$ cat config.mk
export PLATFORM = sky130hd
export DESIGN_NAME = shuffle_writeback
export DESIGN_NICKNAME = d
export VERILOG_FILES = /design/src/rtl/shuffle_writeback_pkg.sv /design/src/rtl/shuffle_writeback_fifo.sv /design/src/rtl/shuffle_writeback.sv
export SDC_FILE = /design/constraint.sdc
export NUM_CORES = 1
export LEC_CHECK = 0
export CAP_MARGIN = 20
export CORE_ASPECT_RATIO = 0.7
export CORE_MARGIN = 2
export CORE_UTILIZATION = 34
export DETAILED_ROUTE_END_ITERATION = 12
export PLACE_DENSITY = 0.51
export RECOVER_POWER = 100
export SLEW_MARGIN = 15
export SYNTH_ARGS = -nofsm -noshare
export SYNTH_HDL_FRONTEND = slang
export SYNTH_SLANG_ARGS = --single-unit
$ cat constraint.sdc
create_clock -name clk -period 20.9 [get_ports clk]
set_clock_uncertainty 0.15 [all_clocks]
set_input_delay 3.135 -clock clk [delete_from_list [all_inputs] [get_ports clk]]
set_output_delay 3.135 -clock clk [all_outputs]
set_load 0.005 [all_outputs]
$ cat src/rtl/shuffle_writeback_pkg.sv
// Shared widths, word layout and line-index extraction for the shuffle write-back stage.
package shuffle_writeback_pkg;

    localparam int unsigned HALF_W     = 64;
    localparam int unsigned WORD_W     = 2 * HALF_W;
    localparam int unsigned HI_LSB     = HALF_W;
    localparam int unsigned LO_LSB     = 0;
    localparam int unsigned ADDR_W     = 18;
    localparam int unsigned SLOTS      = 4;
    localparam int unsigned SLOT_W     = 2;
    localparam int unsigned ITERATIONS = 262144;
    localparam int unsigned ITER_W     = 18;
    localparam int unsigned FIFO_DEPTH = 4;
    localparam int unsigned LINE_LSB   = 4;

    typedef logic [WORD_W-1:0] word_t;

    typedef struct packed {
        word_t               p;
        word_t               a;
        logic [ADDR_W-1:0]   addr;
        logic [ADDR_W-1:0]   next_addr;
        logic [SLOT_W-1:0]   slot;
    } wb_entry_t;

    // 16-byte scratchpad line index addressed by a 128-bit word
    function automatic logic [ADDR_W-1:0] line_index(input word_t w);
        return w[ADDR_W+LINE_LSB-1:LINE_LSB];
    endfunction

endpackage

$ cat src/rtl/shuffle_writeback_fifo.sv
// Generic synchronous FIFO; count-based full/empty, pointers wrap modulo DEPTH (power of two).
module wb_fifo #(
    parameter int unsigned WIDTH = 8,
    parameter int unsigned DEPTH = 4
) (
    input  logic             clk,
    input  logic             rst,
    input  logic             push,
    input  logic             pop,
    input  logic [WIDTH-1:0] din,
    output logic [WIDTH-1:0] dout,
    output logic             full,
    output logic             empty
);
    localparam int unsigned PTR_W = (DEPTH > 1) ? $clog2(DEPTH) : 1;
    localparam int unsigned CNT_W = $clog2(DEPTH) + 1;

    logic [WIDTH-1:0] mem [DEPTH];
    logic [PTR_W-1:0] wr_ptr;
    logic [PTR_W-1:0] rd_ptr;
    logic [CNT_W-1:0] count;
    logic             do_push;
    logic             do_pop;

    assign full    = (count == CNT_W'(DEPTH));
    assign empty   = (count == '0);
    assign do_push = push && !full;
    assign do_pop  = pop && !empty;
    assign dout    = mem[rd_ptr];

    always_ff @(posedge clk or posedge rst) begin
        if (rst) begin
            wr_ptr <= '0;
            rd_ptr <= '0;
            count  <= '0;
        end else begin
            if (do_push) wr_ptr <= wr_ptr + PTR_W'(1);
            if (do_pop)  rd_ptr <= rd_ptr + PTR_W'(1);
            case ({do_push, do_pop})
                2'b10:   count <= count + CNT_W'(1);
                2'b01:   count <= count - CNT_W'(1);
                default: count <= count;
            endcase
        end
    end

    // storage carries no reset; only the pointers define validity
    always_ff @(posedge clk) begin
        if (do_push) mem[wr_ptr] <= din;
    end

endmodule

$ cat src/rtl/shuffle_writeback.sv
// Buffers multiply-add results, writes them back to the scratchpad and hands a' = p ^ rd
// to slot re-issue with an atomic joint handshake; tracks per-slot iteration counts.
module shuffle_writeback
    import shuffle_writeback_pkg::*;
#(
    parameter int unsigned ITERATIONS = shuffle_writeback_pkg::ITERATIONS
) (
    input  logic              clk,
    input  logic              rst,
    input  logic              in_valid,
    output logic              in_ready,
    input  logic [WORD_W-1:0] in_p,
    input  logic [WORD_W-1:0] in_rd,
    input  logic [ADDR_W-1:0] in_addr,
    input  logic [SLOT_W-1:0] in_slot,
    input  logic [SLOTS-1:0]  slot_clear,
    output logic              wr_valid,
    input  logic              wr_ready,
    output logic [ADDR_W-1:0] wr_addr,
    output logic [WORD_W-1:0] wr_data,
    output logic              out_valid,
    input  logic              out_ready,
    output logic [WORD_W-1:0] out_a,
    output logic [ADDR_W-1:0] out_addr,
    output logic [SLOT_W-1:0] out_slot,
    output logic              out_last,
    output logic              err_overflow
);
    localparam int unsigned CNT_W = $clog2(ITERATIONS);

    word_t            a_c;
    wb_entry_t        push_entry;
    wb_entry_t        head;
    logic             fifo_full;
    logic             fifo_empty;
    logic             pop;
    logic [CNT_W-1:0] iter [SLOTS];

    assign a_c        = in_p ^ in_rd;
    assign push_entry = '{p: in_p, a: a_c, addr: in_addr, next_addr: line_index(a_c), slot: in_slot};

    wb_fifo #(
        .WIDTH ($bits(wb_entry_t)),
        .DEPTH (FIFO_DEPTH)
    ) u_fifo (
        .clk   (clk),
        .rst   (rst),
        .push  (in_valid),
        .pop   (pop),
        .din   (push_entry),
        .dout  (head),
        .full  (fifo_full),
        .empty (fifo_empty)
    );

    // write-back and next-state transfer only ever happen together
    assign pop       = !fifo_empty && wr_ready && out_ready;
    assign in_ready  = !fifo_full;
    assign wr_valid  = !fifo_empty;
    assign out_valid = !fifo_empty;
    assign wr_addr   = head.addr;
    assign wr_data   = head.p;
    assign out_a     = head.a;
    assign out_addr  = head.next_addr;
    assign out_slot  = head.slot;
    assign out_last  = !fifo_empty && (iter[head.slot] == CNT_W'(ITERATIONS - 1));

    // a clear wins over a same-cycle pop increment of that slot
    always_ff @(posedge clk or posedge rst) begin
        if (rst) begin
            for (int s = 0; s < SLOTS; s++) iter[s] <= '0;
        end else begin
            for (int s = 0; s < SLOTS; s++) begin
                if (slot_clear[s]) begin
                    iter[s] <= '0;
                end else if (pop && (head.slot == SLOT_W'(s))) begin
                    iter[s] <= out_last ? '0 : iter[s] + CNT_W'(1);
                end
            end
        end
    end

    always_ff @(posedge clk or posedge rst) begin
        if (rst) begin
            err_overflow <= 1'b0;
        end else if (in_valid && fifo_full) begin
            err_overflow <= 1'b1;
        end
    end

endmodule

# Word level (Yosys, flattened, before mapping)
# Memory sizes are Yosys's and may differ from the RTL's.
# Cells that the tools add are included.
totals:
  ff_bits: 80
  output_inout_bits: 299
  n_memories: 1
  inputBits: 285
  mem_bits_rw: 1176
mem_list:
  columns: ["memory", "depth", "word_bits", "rd", "rd_ports_with_merged_regs", "write_ports", "line_no", "rtl"]
  rows:
  - ["u_fifo.mem", 4, 294, 1, 0, 1, "shuffle_writeback_fifo.sv:18", "logic [WIDTH-1:0] mem [DEPTH];"]
classes:
  muxes: 18
  add_sub_neg: 8
  n_bitwise: 2
  n_reduce_logical: 19
  n_lt_le_gt_ge: 1
  eq_ne: 7
ops:
  columns: ["op", "count"]
  rows:
  - ["$mux W18", 14]
  - ["$xor A128 B128 Y128", 1]
  - ["$add A18 B1 Y18 const B", 4]
  - ["$bmux W18 S2", 1]
  - ["$eq A18 B18 Y1 const B", 1]
  - ["$logic_and A1 B1 Y1", 10]
  - ["$reduce_bool A2 Y1", 5]
  - ["$eq A2 B2 Y1 const B", 3]
  - ["$pmux W3 S2", 1]
  - ["$add A2 B1 Y2 const B", 2]
  - ["$eq A2 B1 Y1 const B", 2]
  - ["$add A3 B1 Y3 const B", 1]
  - ["$eq A3 B3 Y1 const B", 1]
  - ["$ge A3 B3 Y1 const B", 1]
  - ["$logic_not A3 Y1", 1]
  - ["$not A2 Y3", 1]
  - ["$sub A3 B1 Y3 const B", 1]
  - ["$logic_not A1 Y1", 2]
  - ["$logic_not A2 Y1", 1]
  - ["$mux W1", 2]

# Longest topological paths before layout
# An unclocked memory read counts as a cell.
logic_depth:
  depth_word: 10
  mapped_depth: 9

# By module
# Synthesis repeated with hierarchy kept, for this count alone.
hier_totals:
  hier_cells: 2182
  area_unflattened_um2: 48124.9
by_module_without_submodules:
  columns: ["module", "instances", "cells_each", "area_each_um2"]
  rows:
  - ["wb_fifo", 1, 1574, 42851.1]
  - ["shuffle_writeback", 1, 608, 5273.8]

# Least setup slack after synthesis
# No wires, ideal clock.
synth_path:
  path_type: "input port to flip-flop"
  startpoint: "input in_valid"
  endpoint: "memory u_fifo.mem[0][0] (netlist bit), enable pin"
  slack_ns: 10.636
  cell_stages: 1
  t_arrival_ns: 9.439
  cell_sequence: "and3_1"
synth_via:
  elab_chain_cells: 3
synth_rtl:
  columns: ["element", "line_no", "rtl"]
  rows:
  - ["start: declaration", "shuffle_writeback.sv:10", "input logic in_valid,"]
  - ["$logic_and A1 B1 Y1", "shuffle_writeback_fifo.sv:27", "assign do_push = push && !full;"]
  - ["$mux W1", "shuffle_writeback_fifo.sv:49", "if (do_push) mem[wr_ptr] <= din;"]
  - ["$mux W1 (implied by the code)", "shuffle_writeback_fifo.sv:49", null]
  - ["end: declaration", "shuffle_writeback_fifo.sv:18", null]
# Every way passes these cells.

# Final worst setup path
layout_path:
  startpoint: "register u_fifo.rd_ptr[1]"
  endpoint: "output out_a[102]"
layout_via:
  elab_chain_cells: 1
layout_rtl:
  columns: ["element", "line_no", "rtl"]
  rows:
  - ["start: declaration", "shuffle_writeback_fifo.sv:20", "logic [PTR_W-1:0] rd_ptr;"]
  - ["start signal: assignment", "shuffle_writeback_fifo.sv:38", "if (do_pop) rd_ptr <= rd_ptr + PTR_W'(1);"]
  - ["$mem_v2 Z4 W294", null, null]
  - ["end: declaration", "shuffle_writeback.sv:23", "output logic [WORD_W-1:0] out_a,"]
# Every way passes these cells.

==> summary.txt <==
Outcome
  – Outcome: finished with violations
  – Failing checks: capacitance limit, slew limit

Die
  – Die area: 0.136 mm²
  – Total core area: 0.133 mm²
  – Die Y: 310 µm
  – Ports: 584
  – Initial cell density of the core: 0.342
  – Row count: ~110
  – Die width: approximately 440 µm

Synthesis
  – Synth Area in Compound Gates: 0.0172
  – Yosys reg bits: 1184
  – Xor/xnor share of the synthesized area: 0.0309
  – Dominant cells by area after synthesis: edfxtp_1 73%, mux4_2 14%, dfrtp_1 4.4%
  – Mapped Cells: 2106
  – Sequential area share after synthesis: 0.775
  – Yosys warning count: 0
  – Post-synthesis adder-cell area fraction: 0.00292
  – Area share of the largest cell type after synthesis: 0.731
  – Mux share of post-synthesis cell area: 0.139
  – Dominant synthesized flop cell: edfxtp_1
  – EDFF count, synth: 1104
  – Async S/R FF share, synth: 0.0676
  – Main combinational cell family by area after synthesis: multiplexers
  – Synthesized area: 0.0454 mm²
  – Library cells used by synthesis: 44
  – Area leader, netlist: edfxtp_1
  – Synth Area in Simple Gates: 0.0240
  – Synth Net Count: 2401
  – Synth Area per Inst: around 22 µm²

Pwr
  – PwrDens: 136 mW/mm²
  – Worst ir drop on vdd: 0.0000969 V
  – Leakage power: 0.0184 µW
  – Total power: 7740 µW

CTS
  – Post-cts sizing count: 0
  – Clk Latency, worst-skew pair: between 0.7 and 0.8 ns
  – H-tree depth: 3
  – Clock Pin Slew Worst Setup and Hold Paths: 0.06 ns
  – Setup Buffers After CTS: 0
  – Clock Path Buffers: 3
  – CTS tree: yes
  – Root buffer cell: clkbuf_16
  – Hold-fix buffers, CTS: 0
  – Clk sinks: 1184
  – CTS buffer count: 117

Setup path
  – CP max stage delay: 3.04 ns
  – CP arrival: slightly above 10 ns
  – Setup Crit Path Kind: reg -> out
  – Crit path cell chain: clkbuf_1 -> clkbuf_1 -> mux4_2 -> dlygate4sd3_1
  – Crit-path max FO: 61
  – Worst setup SP type: flop
  – CP dominant cell by count: clkbuf_1
  – CP max-delay cell: clkbuf_1
  – Data required, critical path: about 18 ns
  – Setup crit end kind: output pin

Final layout
  – Most frequent cells in the layout: 1104 x edfxtp_1, 441 x dlygate4sd3_1, 276 x mux4_2
  – Share of cells above drive strength 1: 0.159
  – Commonest non-fill, non-tap cell in the layout: edfxtp_1
  – Layout fillers: 11.5k
  – Synthesis-to-finish area growth: 24.9%
  – Design area: 0.0567 mm²
  – Final Net Count: 3020

Flow run
  – Maxcap violations: 23

Global route
  – Initial antenna violation count: 18
  – Vias in the first global route: 23.5k
  – Total track usage: 0.152
  – Total congestion overflow: 0
  – First-pass GRT wire length: around 160000 µm
  – Largest net degree at the start of global routing: 123

Routing
  – Via Count: 22.7k
  – Average wire per standard cell: around 23 µm
  – First-pass iteration count of the detailed router: 5
  – First DRT Iteration DRCs: 1313
  – Vias/cell: around 4.9
  – Detail Route Antenna Nets: 0
  – Final wirelength: between 100000 and 150000 µm
  – DRC Markers: 0

Timing
  – Final hold vios: 0
  – RSZ-0062 raised after global routing: no
  – Slew @ Worst Pin: 8.34 ns
  – Final Setup Violations: 0
  – Min cycle time layout: 13.40 ns
  – Pins over their slew limit: 1532
  – Final Cycle Share: 0.641
  – Max transition margin: -4.56
  – Setup_tns: 0 ns
  – Peak Freq: 74.6 MHz

Placed design
  – RePlAce Congestion: around 0.75
  – Post-DP HPWL: 64300 µm
  – Port Buffers: just under 600
  – Placed cell areas: 0.0532 mm²

Min path
  – Worst hold path class: reg -> reg
==> per-layer routing <==
metal,GRT usage,up-vias,part of all wire
met5,0,-,0.00055
met4,0.0359,10,0.018
met2,0.253,554,0.50
met3,0.0444,156,0.060
met1,0.196,12000,0.42
li1,-,9898,-
==> state kept, by name, summed over array words and instances (netlist names) <==
name / count
iter: 72
u_fifo.mem: 1104
err_overflow: 1
u_fifo.wr_ptr: 2
u_fifo.rd_ptr: 2
u_fifo.count: 3
==> synthesized netlist by cell type (all sizes together), types with 5 or more instances <==
library cell,number
nor2,45
inv,13
nor4,6
and3,15
nor2b,5
mux2,5
a21oi,63
xor2,150
o21ai,16
a31oi,8
nand3,25
nor3,28
mux4,276
nand2,49
clkbuf,43
ha,9
dfrtp,80
nand4,17
edfxtp,1104
or3,13
buf,64
o211ai,28
o221ai,6
xnor2,10
==> kinds of logic after synthesis <==
family	Yosys count
muxes	283
xor gates and xnor gates	160
adders and majority gates	10
and+or+nand+nor	219
AOI/OAI and AO/OA	129
DFF	1184
buffers and inverters	121
==> worst max-delay path, delay by kind of cell (launching register included) <==
| kind | cells | cell delay, ns |
|---|---|---|
| buffers and inverters | 3 | 6.62 |
| multiplexers | 1 | 0.76 |
| flip-flops | 1 | 1.85 |
==> final cells by class <==
class | instances | area, µm² | area share
Antenna cell | 6 | 15.0 | 0.000265
Tap cell | 1767 | 2210 | 0.0390
Inverter | 14 | 52.6 | 0.000927
Timing Repair Buffer | 607 | 5960 | 0.105
Clock inverter | 70 | 582 | 0.0103
Clock buffer | 144 | 3030 | 0.0534
Sequential cell | 1184 | 35200 | 0.620
Multi-Input combinational cell | 801 | 9700 | 0.171
==> worst paths after layout <==
kind	cells after the start	startpoint	to	slack, ns
max	4	u_fifo.rd_ptr[1]$_DFFE_PP0P_	out_a[102]	7.50
min	1	err_overflow$_DFFE_PP0P_	err_overflow$_DFFE_PP0P_	0.35
max reg2reg	6	u_fifo.count[0]$_DFFE_PP0P_	u_fifo.mem[0][195]$_DFFE_PP_	10.87
min reg2reg	1	err_overflow$_DFFE_PP0P_	err_overflow$_DFFE_PP0P_	0.35
max in group asynchronous	3	rst	u_fifo.count[1]$_DFFE_PP0P_	13.64
min in group asynchronous	3	rst	iter[70]$_DFFE_PP0P_	4.47
==> power by group <==
group | total [µW] | leakage, µW | internal, µW | switching, µW
logic | 2380 | 0.00540 | 1210 | 1170
clock network | 2010 | 0.00177 | 1120 | 889
registers | 3360 | 0.0112 | 3220 | 136
==> metrics by stage <==
step / utilization / std cells / hold slack (ns) / setup slack [ns]
final: 0.427 / 4593 / 0.347 / 7.50
after CTS: 0.428 / 4587 / 0.356 / 12.29
after global routing: 0.427 / 4592 / 0.378 / 6.61
after detailed placement: 0.401 / 4373 / 0.343 / 13.14
after floorplan: - / 2106 / 0.316 / 10.64
after global placement: 0.401 / 4373 / 0.299 / 13.14
No activity file was read; power rests on OpenSTA's default activity.
